`config.mk`:
```
export PLATFORM = sky130hd
export DESIGN_NAME = alu_op_sequencer
export DESIGN_NICKNAME = d
export VERILOG_FILES = /design/src/rtl/alu_op_sequencer.sv
export SDC_FILE = /design/constraint.sdc
export NUM_CORES = 1
export LEC_CHECK = 0
export CORE_ASPECT_RATIO = 1.2
export CORE_UTILIZATION = 51
export DETAILED_ROUTE_END_ITERATION = 8
export MAX_ROUTING_LAYER = met4
export PLACE_DENSITY = 0.81
export REMOVE_ABC_BUFFERS = 1
export SLEW_MARGIN = 20
export SYNTH_ARGS = -nofsm -noshare
export SYNTH_HDL_FRONTEND = slang
export SYNTH_SLANG_ARGS = --single-unit
```
`constraint.sdc`:
```
create_clock -name clk -period 2.2 [get_ports clk]
set_input_delay 0.55 -clock clk [delete_from_list [all_inputs] [get_ports clk]]
set_output_delay 0.55 -clock clk [all_outputs]
set_load 0.01 [all_outputs]
```
`src/rtl/alu_op_sequencer.sv`:
```
// alu_op_sequencer
//   Command-side controller for an external 8-bit combinational ALU. Holds a small
//   register file and executes register-to-register ALU commands accepted over a
//   valid/ready handshake.
//
//   Each command takes two cycles:
//     1. IDLE (accept): the operands and op select are registered.
//     2. EXEC: the ALU result is written back, the flags are captured, and done pulses.
//
//   Optional build macro:
//     ALU_SEQ_CV_CALC_EN  when defined, carry and overflow are computed here from the
//                         registered operands and alu_out, and alu_c/alu_v are ignored.
//                         When undefined, alu_c/alu_v are passed straight through.
//
// Ports:
//   clk, rst_n                       clock (rising edge); asynchronous active-low reset
//   cmd_valid/cmd_ready              command handshake
//   cmd_op, cmd_rd, cmd_rs1, cmd_rs2 op select, destination register, source registers
//   ld_en, ld_addr, ld_data          direct register load (takes priority over commands)
//   alu_a, alu_b, alu_s              registered ALU operands and op select
//   alu_out, alu_z/n/c/v             ALU result and flags
//   done                             one-cycle completion pulse
//   flags                            {z,n,c,v} of the last completed command
//   rd_addr, rd_data                 combinational observation read port
module alu_op_sequencer #(
   parameter int unsigned NREGS = 4,
   parameter int unsigned RA_W  = 2
) (
   input  logic            clk,
   input  logic            rst_n,
   input  logic            cmd_valid,
   output logic            cmd_ready,
   input  logic [2:0]      cmd_op,
   input  logic [RA_W-1:0] cmd_rd,
   input  logic [RA_W-1:0] cmd_rs1,
   input  logic [RA_W-1:0] cmd_rs2,
   input  logic            ld_en,
   input  logic [RA_W-1:0] ld_addr,
   input  logic [7:0]      ld_data,
   output logic [7:0]      alu_a,
   output logic [7:0]      alu_b,
   output logic [2:0]      alu_s,
   input  logic [7:0]      alu_out,
   input  logic            alu_z,
   input  logic            alu_n,
   input  logic            alu_c,
   input  logic            alu_v,
   output logic            done,
   output logic [3:0]      flags,
   input  logic [RA_W-1:0] rd_addr,
   output logic [7:0]      rd_data
);

   typedef enum logic [0:0] {StIdle, StExec} state_e;

   state_e          state_q, state_d;
   logic [7:0]      regfile_q [NREGS];
   logic [7:0]      alu_a_q, alu_b_q;
   logic [2:0]      alu_s_q;
   logic [RA_W-1:0] rd_q;
   logic            done_q;
   logic [3:0]      flags_q;
   logic            accept;
   logic            c_sel, v_sel;

   // ------------------------------------------------------------------
   // Control
   // ------------------------------------------------------------------
   assign cmd_ready = (state_q == StIdle) & ~ld_en;
   assign accept    = cmd_valid & cmd_ready;

   always_comb begin
      state_d = state_q;
      unique case (state_q)
         StIdle:  if (accept) state_d = StExec;
         StExec:  state_d = StIdle;
         default: state_d = StIdle;
      endcase
   end

   always_ff @(posedge clk or negedge rst_n) begin
      if (!rst_n) begin
         state_q <= StIdle;
      end else begin
         state_q <= state_d;
      end
   end

   // ------------------------------------------------------------------
   // Carry / overflow selection
   // ------------------------------------------------------------------
`ifdef ALU_SEQ_CV_CALC_EN
   logic [8:0] sum9;
   logic       unused_cv;

   assign sum9      = {1'b0, alu_a_q} + {1'b0, alu_b_q};
   assign unused_cv = alu_c ^ alu_v;

   always_comb begin
      c_sel = 1'b0;
      v_sel = 1'b0;
      case (alu_s_q)
         3'b000: begin
            c_sel = sum9[8];
            v_sel = (alu_a_q[7] == alu_b_q[7]) & (alu_out[7] != alu_a_q[7]);
         end
         3'b001: begin
            c_sel = alu_a_q < alu_b_q;  // borrow
            v_sel = (alu_a_q[7] != alu_b_q[7]) & (alu_out[7] != alu_a_q[7]);
         end
         3'b110:  c_sel = alu_a_q[7];
         3'b111:  c_sel = alu_a_q[0];
         default: begin
            c_sel = 1'b0;
            v_sel = 1'b0;
         end
      endcase
   end
`else
   assign c_sel = alu_c;
   assign v_sel = alu_v;
`endif

   // ------------------------------------------------------------------
   // Datapath
   // ------------------------------------------------------------------
   // Writeback in EXEC and loads in IDLE cannot collide: a load seen during
   // EXEC is dropped.
   always_ff @(posedge clk or negedge rst_n) begin
      if (!rst_n) begin
         for (int i = 0; i < NREGS; i++) regfile_q[i] <= 8'h00;
      end else if (state_q == StExec) begin
         regfile_q[rd_q] <= alu_out;
      end else if (ld_en) begin
         regfile_q[ld_addr] <= ld_data;
      end
   end

   // Operands are sampled at accept, so rd may alias rs1/rs2.
   always_ff @(posedge clk or negedge rst_n) begin
      if (!rst_n) begin
         alu_a_q <= 8'h00;
         alu_b_q <= 8'h00;
         alu_s_q <= 3'b000;
         rd_q    <= '0;
      end else if (accept) begin
         alu_a_q <= regfile_q[cmd_rs1];
         alu_b_q <= regfile_q[cmd_rs2];
         alu_s_q <= cmd_op;
         rd_q    <= cmd_rd;
      end
   end

   always_ff @(posedge clk or negedge rst_n) begin
      if (!rst_n) begin
         done_q  <= 1'b0;
         flags_q <= 4'b0000;
      end else begin
         done_q <= (state_q == StExec);
         if (state_q == StExec) flags_q <= {alu_z, alu_n, c_sel, v_sel};
      end
   end

   assign alu_a   = alu_a_q;
   assign alu_b   = alu_b_q;
   assign alu_s   = alu_s_q;
   assign done    = done_q;
   assign flags   = flags_q;
   assign rd_data = regfile_q[rd_addr];

endmodule

```
After elaboration in Yosys (flattened, before gate mapping)
Cells that the tools add are included.
Storage, ports and cells
  bits in registers: 59
  input port bits: 37
Operators by class
  magnitude comparators: 7
  mux-type cells: 19
  bitwise gates (word level): 9
  reductions and logical operators: 3
Operators with widths (count)
  32-bit bitwise mux: 2
  32-bit two-way mux: 2
  8-bit two-way mux: 8
  8-bit binary-select mux with 2-bit select: 3
  8-bit demux with 2-bit select: 2
  3-bit greater-or-equal comparator, second input constant: 5
  2-bit inverter with 3-bit output: 5
  3-bit by 1-bit < comparator with 1-bit output, second input constant: 2
  1-bit AND: 2
  1-bit logical AND: 2
  1-bit inverter: 2
  1-bit case mux with 2 select lines: 1
  2-bit nonzero test: 1
  1-bit two-way mux: 1

Logic depth before layout (Yosys ltp)
  depth after elaboration: 8
  mapped depth: 5
  depth with buffers taken out: 3

Least setup slack after synthesis
No wires, ideal clock.
  path kind: in2out
  from: input rd_addr[0]
  to: output rd_data[0]
  arrival: 1.338 ns
  slack: 0.312 ns
  cell stages on the path: 2
  path through: buf_2 -> mux4_2
On the way
  word-level cells in the longest chain between the ends: 4
RTL lines
  from (decl): line 50  | input logic [RA_W-1:0] rd_addr,
  2-bit inverter with 3-bit output (not written as such): line 169  | assign rd_data = regfile_q[rd_addr];
  8-bit binary-select mux with 2-bit select: line 169
  8-bit two-way mux (not written as such) (2 in a row): line 169
  to (decl): line 51  | output logic [7:0] rd_data
No other way between the ends. The select of a mux whose other input is x is not followed.

Final worst setup path
  from: input rd_addr[0]
  to: output rd_data[1]
Same word-level chain as after synthesis.

==> metrics <==
share of cells above drive strength 1 0.3153; Tmin final about 2.2 ns; flops & latches, synth between 50 and 60; vias in the first global route approximately 2400; Max Root-Sink Buffers 2; global-route wire length before repair approximately 12 mm; clk root buf clkbuf_8; antenna viol nets, final 0; Die Span X between 70 and 80 µm; Total Routed Length ~8.0 mm; Max VDD drop between 0.0005 and 0.0006 V; die area between 0.006 and 0.007 mm²; GP Congestion approximately 0.88; Pre-antenna DRT Iters 4; Max transition margin 0.5972; core area a little over 0.006 mm²; initial antenna violation count 0; worst slew pin tran slightly above 0.6 ns; synth unique cells 19; clock slew at reported path FFs ~0.06 ns; # DRC 0; P_int 2.366 mW; skew final roughly 0.0081 ns; clk_lat worst skew between 0.3 and 0.4 ns; switch share 0.2836; period utilisation layout 0.9797; synthesized area per cell approximately 14 µm²; post-CTS sizing 35; # fillers around 440; TritonCTS clock tree done; Setup Fix Bufs, Post-CTS 0; commonest non-fill, non-tap cells in the layout dfrtp_1 (59), clkdlybuf4s50_1 (57), mux2_1 (34), o22ai_1 (32), mux4_2 (24); IO Port Bufs 69; area occupied by multi-input gates between 0.0015 and 0.002 mm²; Clock power frac 0.272; sum of negative setup slack 0 ns; Peak Freq 463.9 MHz; Slew Limit Fails 0; # Max-Cap Violations 0; Syn Inst Count roughly 220; Syn. warnings 0; Comb power frac 0.294; CTS Buf Count 9; sequential share of power 0.434; Initial Util 0.5271; hold crit path type in2async; status finished clean; grt ovf 0; Post-DP HPWL about 5.6 mm; PwrDens between 700 and 800 mW/mm²; Reg-to-Reg End regfile_q[2]$_DFFE_PN0P_; Worst EP arrival approximately 1.6 ns; Register-to-Register Path Depth 5; fin cells between 300 and 400; Mapped Area 0.003189 mm²; leakage approximately 1.9 nW; sw power between 0.9 and 1 mW; sequential fraction of the synthesis area 0.4629; reg2reg start state_q$_DFF_PN0_; Reg area 0.001476 mm²; Final Hold Viols 0; Routed WL per cell 20.13 µm; Initial DRC Count about 160; CTS Hold Bufs 0; row count 31; Die H a little under 90 µm; RSZ-0062 raised after global routing no; commonest non-fill, non-tap cell in the layout dfrtp_1; Setup crit end kind output pin; Sink Count 59; R2R setup slack 0.45 ns; Placed Cells ~380; via count between 2000 and 2500; H-tree Lvls 3; area delta synth->final 34.68%; vias per inst between 5 and 6; WS Path Type in2out; largest net degree at the start of global routing 27; CP Launch Type input port; CP max FO 8; n_diodes 0; Critical Path RT 1.65 ns; GRT Overall Usage 0.2774; Top-Level Pins 70; setup violators final 0; Layout Nets around 350
kinds of logic (layout without fill, tap and decap cells):
family	Yosys count	after routing	share of synthesized area
simple gates	27	27	0.04355
mux	81	81	0.3802
compound gates	36	36	0.08199
flops	59	59	0.4629
buf+inv	19	111	0.03138
how the worst max path moves through the flow:
| stage | endpoint | from | depth (start not counted) |
|---|---|---|---|
| detailed placement | rd_data[1] | rd_addr[0] | 4 |
| floorplan | alu_a[0]$_DFFE_PN0P_ | state_q$_DFF_PN0_ | 3 |
| CTS | rd_data[1] | rd_addr[0] | 4 |
| finish | rd_data[1] | rd_addr[0] | 4 |
| global route | rd_data[2] | rd_addr[0] | 4 |
| global placement | rd_data[2] | rd_addr[0] | 4 |
power by group through the flow:
stage | clock network, mW | registers [mW] | logic, mW
5_1_grt | 0.979 | 1.46 | 1.04
6_report | 0.900 | 1.43 | 0.970
2_1_floorplan | 0 | 1.45 | 0.453
3_3_place_gp | 0 | 1.43 | 0.976
3_5_place_dp | 0 | 1.45 | 1.00
4_1_cts | 0.921 | 1.43 | 0.979
Yosys cell counts:
cell       n  share of area
buf_1      1         0.0012
buf_2     11          0.017
buf_6      2         0.0071
clkbuf_1   3         0.0035
dfrtp_1   59           0.46
inv_1      1         0.0012
inv_2      1         0.0012
mux2_1    34           0.12
mux2_2    15          0.053
mux2_4     8          0.038
mux4_2    24           0.17
nand2_1   11          0.013
nand2b_1  13          0.026
nor2_1     1         0.0012
o22a_1     1         0.0027
o22ai_1   32          0.063
o22ai_2    1         0.0039
o22ai_4    2          0.013
or2_1      2         0.0039
layout make-up:
type / count / area share
inverter: 2 / 0.001748
sequential: 59 / 0.3437
clock buffer: 13 / 0.03932
multi-input combinational: 144 / 0.3755
clock inverter: 2 / 0.002330
timing repair buffer: 94 / 0.2135
tap: 82 / 0.02389
worst max-delay path, cell delays in order:
cell	delay [ns]
dlygate4sd2_1	0.24
buf_12	0.15
mux4_2	0.50
buf_2	0.15
sequential cells by signal, summed over array words and instances, names as in the netlist:
register   flops
done           1
rd_q           2
alu_b          8
alu_s          3
flags          4
alu_a          8
state_q        1
regfile_q     32
per-stage QoR:
stage | cell area (µm²) | utilization | hold WS (ns) | total power, mW | setup WS, ns
2_1_floorplan | 3097 | - | 0.2544 | 1.906 | 0.3589
3_3_place_gp | 4160 | 0.6876 | 0.4728 | 2.407 | -0.5649
3_5_place_dp | 4160 | 0.6876 | 0.4829 | 2.454 | -0.5748
6_report | 4295 | 0.7099 | 0.2083 | 3.303 | 0.04457
5_1_grt | 4295 | 0.7099 | 0.2374 | 3.472 | 0.01463
4_1_cts | 4295 | 0.7099 | 0.2147 | 3.329 | 0.03095
layer usage:
| metal | vias up | GRT usage | share of wire |
|---|---|---|---|
| met1 | 1234 | 0.3176 | 0.40 |
| met4 | 0 | 0.1451 | 0.018 |
| met2 | 83 | 0.4570 | 0.54 |
| met5 | - | - | 0 |
| li1 | 1039 | - | - |
| met3 | 15 | 0.05581 | 0.041 |
No activity file was read; power rests on OpenSTA's default activity.
